### config.mk
export PLATFORM = sky130hd
export DESIGN_NAME = decode_issue_flat
export DESIGN_NICKNAME = d
export VERILOG_FILES = /design/src/rtl/decode_issue_pkg.sv /design/src/rtl/decode_issue_if.sv /design/src/rtl/decode_regfile.sv /design/src/rtl/decode_issue.sv /design/src/flat_wrapper.sv
export SDC_FILE = /design/constraint.sdc
export NUM_CORES = 1
export LEC_CHECK = 0
export CAP_MARGIN = 0
export CORE_AREA = 8 8 181 183
export DETAILED_ROUTE_END_ITERATION = 6
export DIE_AREA = 0 0 189 191
export PLACE_DENSITY = 0.53
export SLEW_MARGIN = 20
export SYNTH_ARGS = -nofsm -noshare
export SYNTH_HDL_FRONTEND = slang
export SYNTH_SLANG_ARGS = --single-unit
### constraint.sdc
create_clock -name clk -period 1.3 [get_ports clk]
set_input_delay 0.26 -clock clk [delete_from_list [all_inputs] [get_ports clk]]
set_output_delay 0.26 -clock clk [all_outputs]
set_load 0.05 [all_outputs]
### src/rtl/decode_issue_pkg.sv
// Shared definitions for the decode/issue front end and the execute stage:
// ALU op codes, ISA opcodes, instruction field positions and the decoded bundle.
package decode_issue_pkg;

  localparam int unsigned DATA_WIDTH = 16;
  localparam int unsigned NUM_REGS   = 8;
  localparam int unsigned REG_IDX_W  = 3;

  // Instruction field positions
  localparam int unsigned OPC_LSB = 11;
  localparam int unsigned OPC_W   = 5;
  localparam int unsigned RS_LSB  = 8;
  localparam int unsigned RT_LSB  = 5;
  localparam int unsigned RD_LSB  = 2;
  localparam int unsigned FN_LSB  = 0;
  localparam int unsigned FN_W    = 2;
  localparam int unsigned IMM5_W  = 5;
  localparam int unsigned IMM8_W  = 8;

  typedef enum logic [3:0] {
    ALU_ADD  = 4'd0,
    ALU_SUB  = 4'd1,
    ALU_XOR  = 4'd2,
    ALU_AND  = 4'd3,
    ALU_SEQ  = 4'd4,
    ALU_SLT  = 4'd5,
    ALU_SLE  = 4'd6,
    ALU_SCO  = 4'd7,
    ALU_ROL  = 4'd8,
    ALU_SLL  = 4'd9,
    ALU_ROR  = 4'd10,
    ALU_SRL  = 4'd11,
    ALU_ANDN = 4'd12,
    ALU_SLB  = 4'd13,
    ALU_BTR  = 4'd14
  } alu_op_e;

  // ISA opcodes; the wildcard entries are matched with casez
  localparam logic [OPC_W-1:0] OPC_NOP     = 5'b00001;
  localparam logic [OPC_W-1:0] OPC_IMM     = 5'b010??;
  localparam logic [OPC_W-1:0] OPC_SLBI    = 5'b10010;
  localparam logic [OPC_W-1:0] OPC_BTR     = 5'b11001;
  localparam logic [OPC_W-1:0] OPC_R_SHIFT = 5'b11010;
  localparam logic [OPC_W-1:0] OPC_R_ALU   = 5'b11011;
  localparam logic [OPC_W-1:0] OPC_SET     = 5'b111??;

  typedef enum logic {
    ST_EMPTY,
    ST_FULL
  } occ_state_e;

  typedef struct packed {
    alu_op_e                op;
    logic [DATA_WIDTH-1:0]  data1;
    logic [DATA_WIDTH-1:0]  data2;
    logic [REG_IDX_W-1:0]   dest;
    logic                   wr_en;
    logic                   illegal;
  } bundle_t;

  // R-ALU fn and immediate-ALU opcode LSBs share one mapping: ADD/SUB/XOR/ANDN
  function automatic alu_op_e alu_family(input logic [1:0] sel);
    case (sel)
      2'd0:    alu_family = ALU_ADD;
      2'd1:    alu_family = ALU_SUB;
      2'd2:    alu_family = ALU_XOR;
      default: alu_family = ALU_ANDN;
    endcase
  endfunction

endpackage

### src/rtl/decode_issue_if.sv
// Instruction-in / bundle-out handshake plus the writeback port of decode_issue.
// master = surrounding pipeline, slave = the decoder.
interface decode_issue_if;
  import decode_issue_pkg::*;

  logic                  in_valid;
  logic                  in_ready;
  logic [DATA_WIDTH-1:0] instr;

  logic                  out_valid;
  logic                  out_ready;
  logic [3:0]            op;
  logic [DATA_WIDTH-1:0] data1;
  logic [DATA_WIDTH-1:0] data2;
  logic [REG_IDX_W-1:0]  dest;
  logic                  wr_en;
  logic                  illegal;

  logic                  wb_en;
  logic [REG_IDX_W-1:0]  wb_reg;
  logic [DATA_WIDTH-1:0] wb_data;

  modport master (
    output in_valid, instr, out_ready, wb_en, wb_reg, wb_data,
    input  in_ready, out_valid, op, data1, data2, dest, wr_en, illegal
  );

  modport slave (
    input  in_valid, instr, out_ready, wb_en, wb_reg, wb_data,
    output in_ready, out_valid, op, data1, data2, dest, wr_en, illegal
  );

endinterface

### src/rtl/decode_regfile.sv
// 8x16 register file: two combinational read ports, one synchronous write port.
// With DECODE_BYPASS_EN defined, a same-cycle write is forwarded to the read ports.
module decode_regfile
  import decode_issue_pkg::*;
#(
  parameter int unsigned DATA_W = 16,
  parameter int unsigned NREGS  = 8
) (
  input  logic                 clk,
  input  logic                 rst_n,
  input  logic [REG_IDX_W-1:0] rd_addr1,
  input  logic [REG_IDX_W-1:0] rd_addr2,
  output logic [DATA_W-1:0]    rd_data1,
  output logic [DATA_W-1:0]    rd_data2,
  input  logic                 wb_en,
  input  logic [REG_IDX_W-1:0] wb_reg,
  input  logic [DATA_W-1:0]    wb_data
);

  logic [DATA_W-1:0] regs [NREGS];

  always_ff @(posedge clk or negedge rst_n) begin
    if (!rst_n) begin
      for (int unsigned i = 0; i < NREGS; i++) begin
        regs[i] <= '0;
      end
    end else if (wb_en) begin
      regs[wb_reg] <= wb_data;
    end
  end

  always_comb begin
    rd_data1 = regs[rd_addr1];
    rd_data2 = regs[rd_addr2];
`ifdef DECODE_BYPASS_EN
    if (wb_en && (wb_reg == rd_addr1)) rd_data1 = wb_data;
    if (wb_en && (wb_reg == rd_addr2)) rd_data2 = wb_data;
`endif
  end

endmodule

### src/rtl/decode_issue.sv
// Decode/issue stage: decodes one instruction per handshake into an ALU bundle held
// in a single registered output slot. Optional write-through: DECODE_BYPASS_EN.
module decode_issue
  import decode_issue_pkg::*;
#(
  parameter int unsigned DATA_W = 16,
  parameter int unsigned NREGS  = 8
) (
  input  logic           clk,
  input  logic           rst_n,
  decode_issue_if.slave  bus
);

  logic [OPC_W-1:0]     opc;
  logic [REG_IDX_W-1:0] rs;
  logic [REG_IDX_W-1:0] rt;
  logic [REG_IDX_W-1:0] rd;
  logic [FN_W-1:0]      fn;
  logic [IMM5_W-1:0]    imm5;
  logic [IMM8_W-1:0]    imm8;

  assign opc  = bus.instr[OPC_LSB +: OPC_W];
  assign rs   = bus.instr[RS_LSB  +: REG_IDX_W];
  assign rt   = bus.instr[RT_LSB  +: REG_IDX_W];
  assign rd   = bus.instr[RD_LSB  +: REG_IDX_W];
  assign fn   = bus.instr[FN_LSB  +: FN_W];
  assign imm5 = bus.instr[0 +: IMM5_W];
  assign imm8 = bus.instr[0 +: IMM8_W];

  logic [DATA_W-1:0] rs_val;
  logic [DATA_W-1:0] rt_val;

  decode_regfile #(
    .DATA_W (DATA_W),
    .NREGS  (NREGS)
  ) u_regfile (
    .clk      (clk),
    .rst_n    (rst_n),
    .rd_addr1 (rs),
    .rd_addr2 (rt),
    .rd_data1 (rs_val),
    .rd_data2 (rt_val),
    .wb_en    (bus.wb_en),
    .wb_reg   (bus.wb_reg),
    .wb_data  (bus.wb_data)
  );

  bundle_t dec_b;

  always_comb begin
    dec_b = '0;
    casez (opc)
      OPC_R_ALU: begin
        dec_b.op    = alu_family(fn);
        dec_b.data1 = rs_val;
        dec_b.data2 = rt_val;
        dec_b.dest  = rd;
        dec_b.wr_en = 1'b1;
      end
      OPC_R_SHIFT: begin
        dec_b.op    = alu_op_e'({2'b10, fn});
        dec_b.data1 = rs_val;
        dec_b.data2 = rt_val;
        dec_b.dest  = rd;
        dec_b.wr_en = 1'b1;
      end
      OPC_SET: begin
        dec_b.op    = alu_op_e'({2'b01, opc[1:0]});
        dec_b.data1 = rs_val;
        dec_b.data2 = rt_val;
        dec_b.dest  = rd;
        dec_b.wr_en = 1'b1;
      end
      OPC_IMM: begin
        // ADDI/SUBI sign-extend; XORI/ANDNI (opc[1]=1) zero-extend
        dec_b.op    = alu_family(opc[1:0]);
        dec_b.data1 = rs_val;
        dec_b.data2 = opc[1] ? {{(DATA_W-IMM5_W){1'b0}}, imm5}
                             : {{(DATA_W-IMM5_W){imm5[IMM5_W-1]}}, imm5};
        dec_b.dest  = rt;
        dec_b.wr_en = 1'b1;
      end
      OPC_SLBI: begin
        dec_b.op    = ALU_SLB;
        dec_b.data1 = rs_val;
        dec_b.data2 = {{(DATA_W-IMM8_W){1'b0}}, imm8};
        dec_b.dest  = rs;
        dec_b.wr_en = 1'b1;
      end
      OPC_BTR: begin
        dec_b.op    = ALU_BTR;
        dec_b.data1 = rs_val;
        dec_b.dest  = rd;
        dec_b.wr_en = 1'b1;
      end
      OPC_NOP: begin
      end
      default: begin
        dec_b.illegal = 1'b1;
      end
    endcase
  end

  occ_state_e state, state_nxt;
  logic       accept;
  logic       ready_c;

  always_ff @(posedge clk or negedge rst_n) begin
    if (!rst_n) state <= ST_EMPTY;
    else        state <= state_nxt;
  end

  always_comb begin
    state_nxt = state;
    ready_c   = (state == ST_EMPTY) || bus.out_ready;
    accept    = bus.in_valid && ready_c;
    case (state)
      ST_EMPTY: if (accept) state_nxt = ST_FULL;
      ST_FULL:  if (!accept && bus.out_ready) state_nxt = ST_EMPTY;
      default:  state_nxt = ST_EMPTY;
    endcase
  end

  // Operands are captured once at accept; a stalled bundle never re-reads the file
  bundle_t out_b;

  always_ff @(posedge clk or negedge rst_n) begin
    if (!rst_n)      out_b <= '0;
    else if (accept) out_b <= dec_b;
  end

  assign bus.in_ready  = ready_c;
  assign bus.out_valid = (state == ST_FULL);
  assign bus.op        = out_b.op;
  assign bus.data1     = out_b.data1;
  assign bus.data2     = out_b.data2;
  assign bus.dest      = out_b.dest;
  assign bus.wr_en     = out_b.wr_en;
  assign bus.illegal   = out_b.illegal;

endmodule

### src/flat_wrapper.sv
// flat-port wrapper written by rule: the top's interface ports become plain ports
module decode_issue_flat import decode_issue_pkg::*;
#(
  parameter int unsigned DATA_W = 16,
  parameter int unsigned NREGS  = 8
)
  (clk, rst_n, bus_in_valid, bus_instr, bus_out_ready, bus_wb_en, bus_wb_reg, bus_wb_data, bus_in_ready, bus_out_valid, bus_op, bus_data1, bus_data2, bus_dest, bus_wr_en, bus_illegal);
  decode_issue_if bus_i ();
  input  logic clk;
  input  logic rst_n;
  input wire logic [$bits(bus_i.in_valid)-1:0] bus_in_valid;
  input wire logic [$bits(bus_i.instr)-1:0] bus_instr;
  input wire logic [$bits(bus_i.out_ready)-1:0] bus_out_ready;
  input wire logic [$bits(bus_i.wb_en)-1:0] bus_wb_en;
  input wire logic [$bits(bus_i.wb_reg)-1:0] bus_wb_reg;
  input wire logic [$bits(bus_i.wb_data)-1:0] bus_wb_data;
  output wire logic [$bits(bus_i.in_ready)-1:0] bus_in_ready;
  output wire logic [$bits(bus_i.out_valid)-1:0] bus_out_valid;
  output wire logic [$bits(bus_i.op)-1:0] bus_op;
  output wire logic [$bits(bus_i.data1)-1:0] bus_data1;
  output wire logic [$bits(bus_i.data2)-1:0] bus_data2;
  output wire logic [$bits(bus_i.dest)-1:0] bus_dest;
  output wire logic [$bits(bus_i.wr_en)-1:0] bus_wr_en;
  output wire logic [$bits(bus_i.illegal)-1:0] bus_illegal;
  assign bus_i.in_valid = bus_in_valid;
  assign bus_i.instr = bus_instr;
  assign bus_i.out_ready = bus_out_ready;
  assign bus_i.wb_en = bus_wb_en;
  assign bus_i.wb_reg = bus_wb_reg;
  assign bus_i.wb_data = bus_wb_data;
  assign bus_in_ready = bus_i.in_ready;
  assign bus_out_valid = bus_i.out_valid;
  assign bus_op = bus_i.op;
  assign bus_data1 = bus_i.data1;
  assign bus_data2 = bus_i.data2;
  assign bus_dest = bus_i.dest;
  assign bus_wr_en = bus_i.wr_en;
  assign bus_illegal = bus_i.illegal;
  decode_issue #(.DATA_W(DATA_W), .NREGS(NREGS)) u_core (.clk(clk), .rst_n(rst_n), .bus(bus_i));
endmodule
Word level (Yosys, flattened, before mapping):

Cells that the tools add are included.

* input bits: 40
* word-level logic and storage cells: 63
* register bits after elaboration: 170

* muxes and demuxes: 19
* reduce and logical (&&, ||, !) cells: 10
* equal/unequal tests: 11
* $lt $le $gt $ge: 4
* bitwise logic cells: 4

Operators with widths (count)
* $bwmux W128: 1
* $pmux W20 S6: 1
* $bmux W16 S3: 2
* $mux W16: 6
* $demux W16 S3: 1
* $pmux W16 S3: 1
* $pmux W4 S3: 3
* $eq A5 B5 Y1 const B: 4
* $ge A4 B4 Y1 const B: 3
* $not A3 Y4: 3
* $reduce_or A7 Y1: 1
* $eq A5 B1 Y1 const B: 1
* $eq A2 B1 Y1 const B: 2
* $eq A2 B2 Y1 const B: 2
* $logic_not A2 Y1: 2
* $lt A4 B1 Y1 const B: 1
* $reduce_or A4 Y1: 1
* $eq A3 B2 Y1 const B: 1
* $eq A3 B3 Y1 const B: 1
* $logic_and A1 B1 Y1: 3
* $mux W1: 3
* $reduce_or A3 Y1: 1
* $pmux W1 S2: 1
* $logic_not A1 Y1: 1
* other kinds (2): 2

Logic depth before layout (Yosys ltp):

* word-level depth: 7
* gate-level depth with buffers: 6

By module:

A second synthesis with hierarchy kept.

* cells, all modules: 584
* area, all modules: 8986.1 um2

By module, submodules not included
* decode_regfile: cells an instance 393, times used 1, area each 7000.5 um2
* decode_issue: cells an instance 191, times used 1, area each 1985.7 um2

Worst setup path after synthesis:

OpenSTA, ideal clock, no wires.

* path type: register to register
* from: register u_core.state, in the netlist u_core.bus.out_valid
* to: register u_core.out_b (netlist bit u_core.bus.dest[0])
* stages on the path, launching flop included: 6
* period minus slack after synthesis: 1.906 ns
* arrival: 1.819 ns
* setup time: 0.087 ns
* path slack: -0.606 ns
* data required time: 1.213 ns
* cell sequence: dfrtp_1 > nand2b_2 > nand2_1 > clkbuf_1 > nand2_1 > a22oi_1

* cells in the longest elaborated chain, start to end: 3

RTL lines
* start, declared: RTL line decode_issue.sv:104 `occ_state_e state, state_nxt;`
* start signal, assigned: RTL line decode_issue.sv:110 `else state <= state_nxt;`
* $not A1 Y1: RTL line decode_issue.sv:115 `ready_c = (state == ST_EMPTY) || bus.out_ready;`
* $logic_or A1 B1 Y1: RTL line decode_issue.sv:115
* named net bus_in_ready: RTL line flat_wrapper.sv:17 `output wire logic [$bits(bus_i.in_ready)-1:0] bus_in_ready;`
* $logic_and A1 B1 Y1: RTL line decode_issue.sv:116 `accept = bus.in_valid && ready_c;`
* end signal, assigned: RTL line decode_issue.sv:128 `if (!rst_n) out_b <= '0;`
* end signal, assigned: RTL line decode_issue.sv:129 `else if (accept) out_b <= dec_b;`
* end, declared: RTL line decode_issue.sv:125 `bundle_t out_b;`

The timed path passes the listed nets, and every way through them passes these cells.
A chain may end at the register's enable or synchronous reset.

Worst setup path after layout:

* from: register u_core.u_regfile.regs[0] (netlist bit)
* to: register u_core.out_b (netlist bit u_core.bus.data2[0])

* cells in the longest elaborated chain, start to end: 4

RTL lines
* start, declared: RTL line decode_regfile.sv:20 `logic [DATA_W-1:0] regs [NREGS];`
* start signal, assigned by index: RTL line decode_regfile.sv:28 `regs[wb_reg] <= wb_data;`
* $bmux W16 S3: RTL line decode_regfile.sv:34 `rd_data2 = regs[rd_addr2];`
* $mux W16 (not written as such) (2 in series): RTL line decode_regfile.sv:34
* $pmux W16 S3: RTL line decode_issue.sv:52 `casez (opc)`

No other way between the ends. The select of a mux whose other input is x is not followed.

==> flow_metrics.py <==
metrics = {
    "sta": {
        "tightest_slew_ns": 0.328,
        "hold_viol_final": 0,
        "slew-limit-headroom": 0.781,
        "setup_viol": 24,
        "fmax_mhz": 703,
        "slew_violations": 0,
        "finalClockSkew_ns": 0.0106,
        "min_period_ns": 1.42,
        "min_period_over_period": 1.09,
        "hold_ws_ns": 0.257,
        "rsz0062_at_grt": "yes",
        "setup_ws_ns": -0.123,
    },
    "layout": {
        "diodes": 0,
        "drive_gt1_frac": 0.568,
        "area_growth_pct": 44.5,
        "nets": 859,
    },
    "yosys": {
        "syn_area_sq_um": 8780,
        "ys.flop_type": "dfrtp_1",
        "ys_warn_count": 0,
        "synth_cell_types": 49,
        "syn_inst": 605,
        "ys_async_sr_fraction": 1.00,
        "synth_edf_count": 0,
        "yosys_register_bits": 170,
        "syn_nets": 645,
        "synth_seq_area_share": 0.485,
        "synth.avg_cell_area_sq_um": 14.5,
    },
    "grt": {
        "grt_max_degree": 54,
        "grt_use_total": 0.150,
        "grt-ovfl-total": 0,
        "grt_pass1_vias": 6792,
        "antenna_found_initial": 1,
        "grt_pass1_wl_microns": 41500,
    },
    "cts": {
        "cts_buffer_depth": 2,
        "insertion_delay_ns": 0.44,
        "cts.clk_slew.worst_paths_ns": 0.07,
        "cts_buffers": 17,
        "root_buffer": "clkbuf_16",
        "cts.sinks": 170,
        "htreeDepth": 4,
        "tritoncts": "done",
    },
    "power_and_ir_drop": {
        "comb_power_share": 0.309,
        "leakagePower_nw": 5.49,
        "power_frac_seq": 0.408,
        "ir_drop_mv": 0.991,
        "power.density_nw_per_um2": 1390,
        "p_int_w": 0.0123,
        "switching_power_w": 0.00534,
        "clockPowerShare": 0.283,
        "fin_total_pwr_w": 0.0177,
        "switching_share": 0.302,
    },
    "routing": {
        "ant_nets": 0,
        "route.vias.total": 6159,
        "vias_per_cell": 5.02,
        "routed_wl_microns": 26300,
        "firstDrtPassIters": 4,
        "drt_iter0_drc": 346,
        "drcViolationCount": 0,
        "detail_route.wl_per_cell_microns": 21.4,
    },
    "placement": {
        "dp_hpwl_microns": 17800,
        "preCtsSetupSlack_ns": -0.629,
        "gp_congestion": 0.790,
        "port_buffers": 82,
    },
    "die": {
        "start_util": 0.292,
        "fp.coreArea_sq_um": 30000,
        "die_w_microns": 189,
        "rows": 64,
        "die-area_sq_um": 36100,
        "ios": 83,
        "die_h_microns": 191,
    },
    "worst_setup_path": {
        "worstPathRequired_ns": 1.61,
        "start_kind": "register",
        "cp_max_fo": 2,
        "crit_arrival_ns": 1.73,
        "critical_path.endpoint_type": "register",
        "path_class": "reg2reg",
    },
    "run": {
        "drv_cap": 0,
    },
    "outcome": {
        "outcome": "complete, but fails checks",
        "violations": "setup timing",
    },
    "worst_hold_path": {
        "hp-class": "in2async",
    },
}
==> cell usage after synthesis, drive strengths merged, types with 2 or more instances <==
library cell | n | area share
mux2i | 28 | 0.032
a21o | 2 | 0.0019
o31ai | 2 | 0.0017
inv | 4 | 0.0017
mux4 | 61 | 0.16
o211a | 2 | 0.0023
mux2 | 128 | 0.16
o21ai | 25 | 0.014
o2111ai | 3 | 0.0030
nand2b | 6 | 0.0066
o221ai | 5 | 0.0050
nor3 | 4 | 0.0054
a221oi | 8 | 0.014
a31oi | 2 | 0.0014
a21oi | 9 | 0.0051
nand4b | 3 | 0.0051
a222oi | 3 | 0.0034
nor2 | 10 | 0.0080
buf | 37 | 0.031
clkbuf | 8 | 0.0040
nand2 | 56 | 0.024
nand4 | 2 | 0.0021
nor3b | 2 | 0.0043
dfrtp | 170 | 0.48
a22oi | 4 | 0.0034
nand3 | 13 | 0.0074
==> state kept, by name (all words and copies together), names as in the netlist <==
register and count:
u_core.bus.op 4, u_core.bus.data2 16, u_core.bus.illegal 1, u_core.bus.dest 3, u_core.bus.data1 16, u_core.u_regfile.regs 128
u_core.bus.wr_en 1, u_core.bus.out_valid 1
==> worst max-delay path, stage by stage (launching register included) <==
cell and delay, ns:
dfrtp_1 0.39, mux4_2 0.49, mux2i_1 0.18, buf_4 0.16
o221ai_2 0.09
==> power by group through the flow <==
stage                     clock network [W]  logic, W  registers [W]
after global routing                0.00532   0.00579        0.00733
after global placement                    0   0.00496        0.00719
after CTS                           0.00512   0.00546        0.00718
final                               0.00500   0.00546        0.00720
after floorplan                           0   0.00248        0.00751
after detailed placement                  0   0.00509        0.00729
==> per-layer routing <==
metal	wire, microns	track usage	share of wire
met2	13400	0.253	0.51
met5	13	0	0.00049
met1	11100	0.190	0.42
met4	520	0.0526	0.020
met3	1240	0.0316	0.047
==> kinds of logic after synthesis <==
group,after synthesis,share of synthesized area
compound gates,68,0.0580
buf+inv,50,0.0380
flops,170,0.485
mux,217,0.353
simple gates,100,0.0668
==> layout make-up <==
cell class,count,area (sq um)
Fill cell,2726,17300
Multi-Input combinational cell,386,4400
Sequential cell,170,4260
Timing Repair Buffer,240,2940
Tap cell,396,495
Clock buffer,18,429
Clock inverter,13,135
Inverter,4,15.0
==> per-stage QoR <==
step | area [sq um] | cells | utilization | TNS [ns]
finish | 12700 | 1227 | 0.422 | -0.981
global route | 12700 | 1227 | 0.422 | -3.13
CTS | 12600 | 1223 | 0.420 | -2.15
detailed placement | 11600 | 1153 | 0.386 | -87.51
global placement | 11600 | 1153 | 0.386 | -83.63
floorplan | 9050 | 605 | - | -12.25
==> cells in the final DEF (no fill, tap or decap), drive strengths merged, types with 12 or more instances in the layout <==
| cell type | n |
|---|---|
| buf | 201 |
| clkbuf | 18 |
| clkdlybuf4s50 | 24 |
| dfrtp | 170 |
| dlygate4sd2 | 12 |
| inv | 12 |
| mux2 | 128 |
| mux2i | 28 |
| mux4 | 61 |
| nand2 | 57 |
| nand3 | 13 |
| o21ai | 25 |
==> final timing paths <==
kind                                            from                   endpoint  slack [ns]  depth (start not counted)
max                         u_core.u_regfile.regs[0]        u_core.bus.data2[0]       -0.12                          4
min                                            rst_n       u_core.bus.data1[11]        0.26                          2
max reg2reg                 u_core.u_regfile.regs[0]        u_core.bus.data2[0]       -0.12                          4
min reg2reg                u_core.u_regfile.regs[27]  u_core.u_regfile.regs[27]        0.53                          1
max in group asynchronous                      rst_n       u_core.bus.out_valid        0.44                          3
min in group clk                       bus_instr[13]           u_core.bus.op[3]        0.34                          3
==> what timing repair did <==
item                                    CTS  global route
buffers inserted                         34             4
endpoints found under the hold margin    24             0
endpoints found under the setup margin  190            75
pin swaps                                16             2
gates cloned                              4             0
hold buffers                              1             0
gates resized for setup                  39            12
Power figures use the tool's default switching activity.
